### src/rtl/tap_ir_datapath.sv
// JTAG TAP datapath: 4-bit instruction register, bypass/IDCODE data registers and falling-edge TDO.
// Define TAP_IDCODE_EN to include the IDCODE register and make IDCODE the reset instruction.
module tap_ir_datapath #(
    parameter logic [31:0] IDCODE_VALUE    = 32'h1076_5003,
    parameter logic [3:0]  IR_RESET_BYPASS = 4'b1111
) (
    input  logic       clock,
    input  logic       reset,
    input  logic       tdi,
    input  logic       select,
    input  logic       capture_ir,
    input  logic       shift_ir,
    input  logic       update_ir,
    input  logic       capture_dr,
    input  logic       shift_dr,
    input  logic       update_dr,
    input  logic       bsr_tdo,
    output logic       tdo,
    output logic       tdo_oe,
    output logic [3:0] ir_current,
    output logic       extest,
    output logic       sample,
    output logic       bsr_capture,
    output logic       bsr_shift,
    output logic       bsr_update
);

    localparam logic [3:0] OP_EXTEST  = 4'b0000;
    localparam logic [3:0] OP_SAMPLE  = 4'b0001;
    localparam logic [3:0] IR_CAPTURE = 4'b0001;
`ifdef TAP_IDCODE_EN
    localparam logic [3:0] OP_IDCODE      = 4'b0010;
    localparam logic [3:0] IR_RESET_VALUE = OP_IDCODE;
`else
    localparam logic [3:0] IR_RESET_VALUE = IR_RESET_BYPASS;
`endif

    typedef enum logic [1:0] {
        INSN_EXTEST,
        INSN_SAMPLE,
        INSN_IDCODE,
        INSN_BYPASS
    } insn_t;

    // A device identification word must have its LSB set so it is distinguishable from bypass.
    if (IDCODE_VALUE[0] != 1'b1) begin : g_idcode_lsb_check
        $error("IDCODE_VALUE bit 0 must be 1");
    end

    logic [3:0] ir_shift;
    logic       bypass_reg;
    logic       tdo_next;
    logic       bsr_selected;
    insn_t      insn;

    // NOTE: sequential state is written with non-blocking assignments so every flop samples pre-edge values.
    always_ff @(posedge clock or posedge reset) begin
        if (reset) begin
            ir_shift   <= IR_CAPTURE;
            ir_current <= IR_RESET_VALUE;
        end else begin
            if (capture_ir) begin
                ir_shift <= IR_CAPTURE;
            end else if (shift_ir) begin
                ir_shift <= {tdi, ir_shift[3:1]};
            end
            if (update_ir) begin
                ir_current <= ir_shift;
            end
        end
    end

    // NOTE: every signal driven in always_comb gets a default first so no latch is inferred.
    always_comb begin
        insn = INSN_BYPASS;
        case (ir_current)
            OP_EXTEST: insn = INSN_EXTEST;
            OP_SAMPLE: insn = INSN_SAMPLE;
`ifdef TAP_IDCODE_EN
            OP_IDCODE: insn = INSN_IDCODE;
`endif
            default:   insn = INSN_BYPASS;
        endcase
    end

    always_ff @(posedge clock or posedge reset) begin
        if (reset) begin
            bypass_reg <= 1'b0;
        end else if (insn == INSN_BYPASS) begin
            if (capture_dr) begin
                bypass_reg <= 1'b0;
            end else if (shift_dr) begin
                bypass_reg <= tdi;
            end
        end
    end

`ifdef TAP_IDCODE_EN
    logic [31:0] idcode_reg;

    always_ff @(posedge clock or posedge reset) begin
        if (reset) begin
            idcode_reg <= IDCODE_VALUE;
        end else if (insn == INSN_IDCODE) begin
            if (capture_dr) begin
                idcode_reg <= IDCODE_VALUE;
            end else if (shift_dr) begin
                idcode_reg <= {tdi, idcode_reg[31:1]};
            end
        end
    end
`endif

    assign extest       = (ir_current == OP_EXTEST);
    assign sample       = (ir_current == OP_SAMPLE);
    assign bsr_selected = (insn == INSN_EXTEST) || (insn == INSN_SAMPLE);
    assign bsr_capture  = capture_dr & bsr_selected;
    assign bsr_shift    = shift_dr & bsr_selected;
    assign bsr_update   = update_dr & bsr_selected;

    always_comb begin
        tdo_next = bypass_reg;
        if (select) begin
            tdo_next = ir_shift[0];
        end else begin
            case (insn)
                INSN_EXTEST, INSN_SAMPLE: tdo_next = bsr_tdo;
`ifdef TAP_IDCODE_EN
                INSN_IDCODE:              tdo_next = idcode_reg[0];
`endif
                default:                  tdo_next = bypass_reg;
            endcase
        end
    end

    // TDO changes on the falling edge so the downstream device samples it stably on the next rising edge.
    always_ff @(negedge clock or posedge reset) begin
        if (reset) begin
            tdo    <= 1'b0;
            tdo_oe <= 1'b0;
        end else begin
            tdo_oe <= shift_ir | shift_dr;
            if (shift_ir || shift_dr) begin
                tdo <= tdo_next;
            end
        end
    end

endmodule

### config.mk
export PLATFORM = sky130hd
export DESIGN_NAME = tap_ir_datapath
export DESIGN_NICKNAME = d
export VERILOG_FILES = /design/src/rtl/tap_ir_datapath.sv
export SDC_FILE = /design/constraint.sdc
export NUM_CORES = 1
export LEC_CHECK = 0
export ABC_AREA = 1
export CORE_AREA = 2 2 39 41
export DETAILED_ROUTE_END_ITERATION = 10
export DIE_AREA = 0 0 41 43
export DONT_BUFFER_PORTS = 1
export GPL_ROUTABILITY_DRIVEN = 0
export HOLD_SLACK_MARGIN = 0.05
export PLACE_DENSITY_LB_ADDON = 0.1
export RECOVER_POWER = 50
export SYNTH_ARGS = -nofsm -noshare
export SYNTH_HDL_FRONTEND = slang
export SYNTH_SLANG_ARGS = --single-unit
### constraint.sdc
create_clock -name clock -period 3 [get_ports clock]
set_clock_uncertainty 0.05 [all_clocks]
set_input_delay 0.6 -clock clock [delete_from_list [all_inputs] [get_ports clock]]
set_output_delay 0.6 -clock clock [all_outputs]
set_load 0.05 [all_outputs]
==> flow_summary.json <==
{
  "via_count": 410,
  "power_frac_seq": 0.497,
  "hold_viol_final": 0,
  "die_h_um": 43,
  "drt_iter0_markers": 6,
  "cts-hold-fix-buffers": 0,
  "swShare": 0.349,
  "pre_cts_slack_ps": 167,
  "cts_root_buf": "clkbuf_4",
  "fillers": 148,
  "synth-edff-count": 0,
  "post-synth-top-area-fraction": 0.254,
  "rsz0062_at_grt": "yes",
  "syn_to_final_growth_pct": 24.5,
  "clkPwrFrac": 0.260,
  "fin_ws_ps": -116,
  "r2r_end": "tdo",
  "cts_made_buffers": 3,
  "cts_max_level": 1,
  "clkTransAtPathRegs_ps": 70,
  "route.met2.wl_um": 477,
  "async_flop_share": 1.00,
  "p_sw_mw": 0.131,
  "synth-seq-cells": 11,
  "powerDensity_nw_per_um2": 583,
  "start_kind": "flop",
  "worst_pin_slew_ps": 507,
  "clock_sinks": 11,
  "grt_first_pass_wirelength_mm": 1.75,
  "grt-ovfl-total": 0,
  "leakagePower_nw": 0.312,
  "avgSynthCellArea_um2": 8.76,
  "initial_core_util": 0.373,
  "reg_top3": "ir_current x4, ir_shift x4",
  "io_pins": 22,
  "synth_area_um2": 517,
  "holdCritStartpoint": "update_ir",
  "cts_buffer_depth": 2,
  "post-dp-hpwl_um": 830,
  "grt_max_degree": 10,
  "hold_end": "ir_current[2]",
  "timing.rr.start": "ir_current[3]",
  "endpoint_kind": "output pin",
  "ant_nets": 0,
  "synth_seq_area_share": 0.545,
  "hold_path.class": "input port to flop",
  "clkLatencyLatePin_ps": 260,
  "final_area_um2": 643,
  "place_area_um2": 624,
  "die_x_um": 41,
  "nets": 85,
  "setup.worst_path.class": "flop to output pin",
  "wirelength_met1_um": 452,
  "routed_wl_mm": 1.02,
  "hold_depth": 1,
  "ir_drop_v": 0.000269,
  "drc": 0,
  "slew_headroom": 0.662,
  "yosysWarnings": 0,
  "fin_util": 0.465,
  "power_frac_comb": 0.242,
  "io_buffers": 0,
  "wire_per_inst_um": 11.4,
  "vias_per_cell": 4.61,
  "p_int_mw": 0.244,
  "rows": 14,
  "antenna_found_initial": 0,
  "cts_setup_buffers": 0,
  "synth.distinct_cells": 17,
  "grt_pass1_vias": 437,
  "synth_area_leaders": "dfstp_2 (25%), dfrtp_1 (19%), dfrtn_1 (9.7%)",
  "routed.top_layer": "met4",
  "die_area_um2": 1760,
  "ys.flop_type": "dfstp_2",
  "r2r_cells": 6,
  "drive_above_1_share": 0.315,
  "synth_top_area_cell": "dfstp_2",
  "dr.pass1.iters": 3,
  "ff2ff_setup_slack_ps": 440,
  "drv_cap": 0,
  "failed_checks": "negative setup slack",
  "met3WireLength_um": 73,
  "setup_viol": 1,
  "syn_nets": 70,
  "cp_data_required_time_ps": 2350,
  "cp.arrival_ps": 2470,
  "path_max_fanout": 2,
  "report.power.total_mw": 0.375,
  "syn_inst": 59,
  "grt_usage": 0.150,
  "cts_tree": "built",
  "diodes": 0,
  "report.final.slew_viol_count": 0,
  "coreArea_um2": 1380,
  "status": "finished, violations left"
}
cells in the mapped netlist (2+ instances only):
cell type,count
nand3_1,3
o21ai_0,4
o21ai_1,3
dfstp_2,5
dfrtp_1,4
inv_1,12
nand2_1,7
nor2_1,6
nor4_1,2
a21oi_1,5
dfrtn_1,2
cells in the final DEF, fill, tap and decap left out, types with 3 or more instances in the layout:
cell / synthesis / routed
nor2_1: 6 / 6
dfstp_2: 5 / 5
nand3_1: 3 / 3
nand2_1: 7 / 8
dfrtp_1: 4 / 4
clkbuf_4: 0 / 3
buf_4: 0 / 8
a21oi_1: 5 / 5
inv_1: 12 / 12
o21ai_0: 4 / 6
metal layers:
layer,up-vias,GRT usage
met1,177,0.187
met4,0,0.0800
met3,2,0.0733
li1,218,-
met2,13,0.206
met5,-,0
layout make-up:
| class | count | area (µm²) | share of cell area |
|---|---|---|---|
| inverters | 12 | 45.0 | 0.0700 |
| well taps | 16 | 20.0 | 0.0311 |
| repair buffers | 10 | 75.1 | 0.117 |
| clock buffers | 4 | 26.3 | 0.0409 |
| multi-input cells | 36 | 195 | 0.304 |
| flip-flops and latches | 11 | 282 | 0.438 |
worst reg2reg max path, stage by stage (launching register included):
cell	delay [ps]
dfstp_2	380
nor2_4	100
nand2_1	150
nand2_2	100
nand3_2	50
nand2_1	50
nand2_1	40
kinds of logic after synthesis:
logic type             after synthesis  share of synthesized area
AOI/OAI and AO/OA                   13                      0.133
buffers and inverters               12                     0.0872
DFF                                 11                      0.545
and+or+nand+nor                     23                      0.235
worst max-delay path by stage:
| stage | cells after the start | to | startpoint | slack [ps] |
|---|---|---|---|---|
| global route | 0 | tdo | tdo | -150 |
| global placement | 0 | tdo | tdo | 180 |
| finish | 0 | tdo | tdo | -120 |
| CTS | 0 | tdo | tdo | -130 |
| floorplan | 2 | sample | ir_current[0] | 80 |
| detailed placement | 0 | tdo | tdo | 170 |
through the flow:
stage / TNS (ps) / cells / hold slack (ps)
after floorplan: 0 / 59 / 399
after global placement: 0 / 85 / 429
after detailed placement: 0 / 85 / 434
after CTS: -131 / 89 / 243
after global routing: -165 / 89 / 316
final: -116 / 89 / 330
power by group through the flow:
| stage | clock, mW | sequential [mW] | combinational, mW |
|---|---|---|---|
| after CTS | 0.105 | 0.187 | 0.0953 |
| final | 0.0976 | 0.187 | 0.0909 |
| after detailed placement | 0 | 0.190 | 0.0946 |
| after global routing | 0.113 | 0.189 | 0.101 |
| after global placement | 0 | 0.189 | 0.0937 |
| after floorplan | 0 | 0.205 | 0.0522 |
repair_timing:
action | 4_1_cts | 5_1_grt
endpoints found under the setup margin | 2 | 2
pin swaps | 0 | 0
hold endpoints to repair | 0 | 0
gates resized for setup | 1 | 0
(Power assumes the default switching activity.)
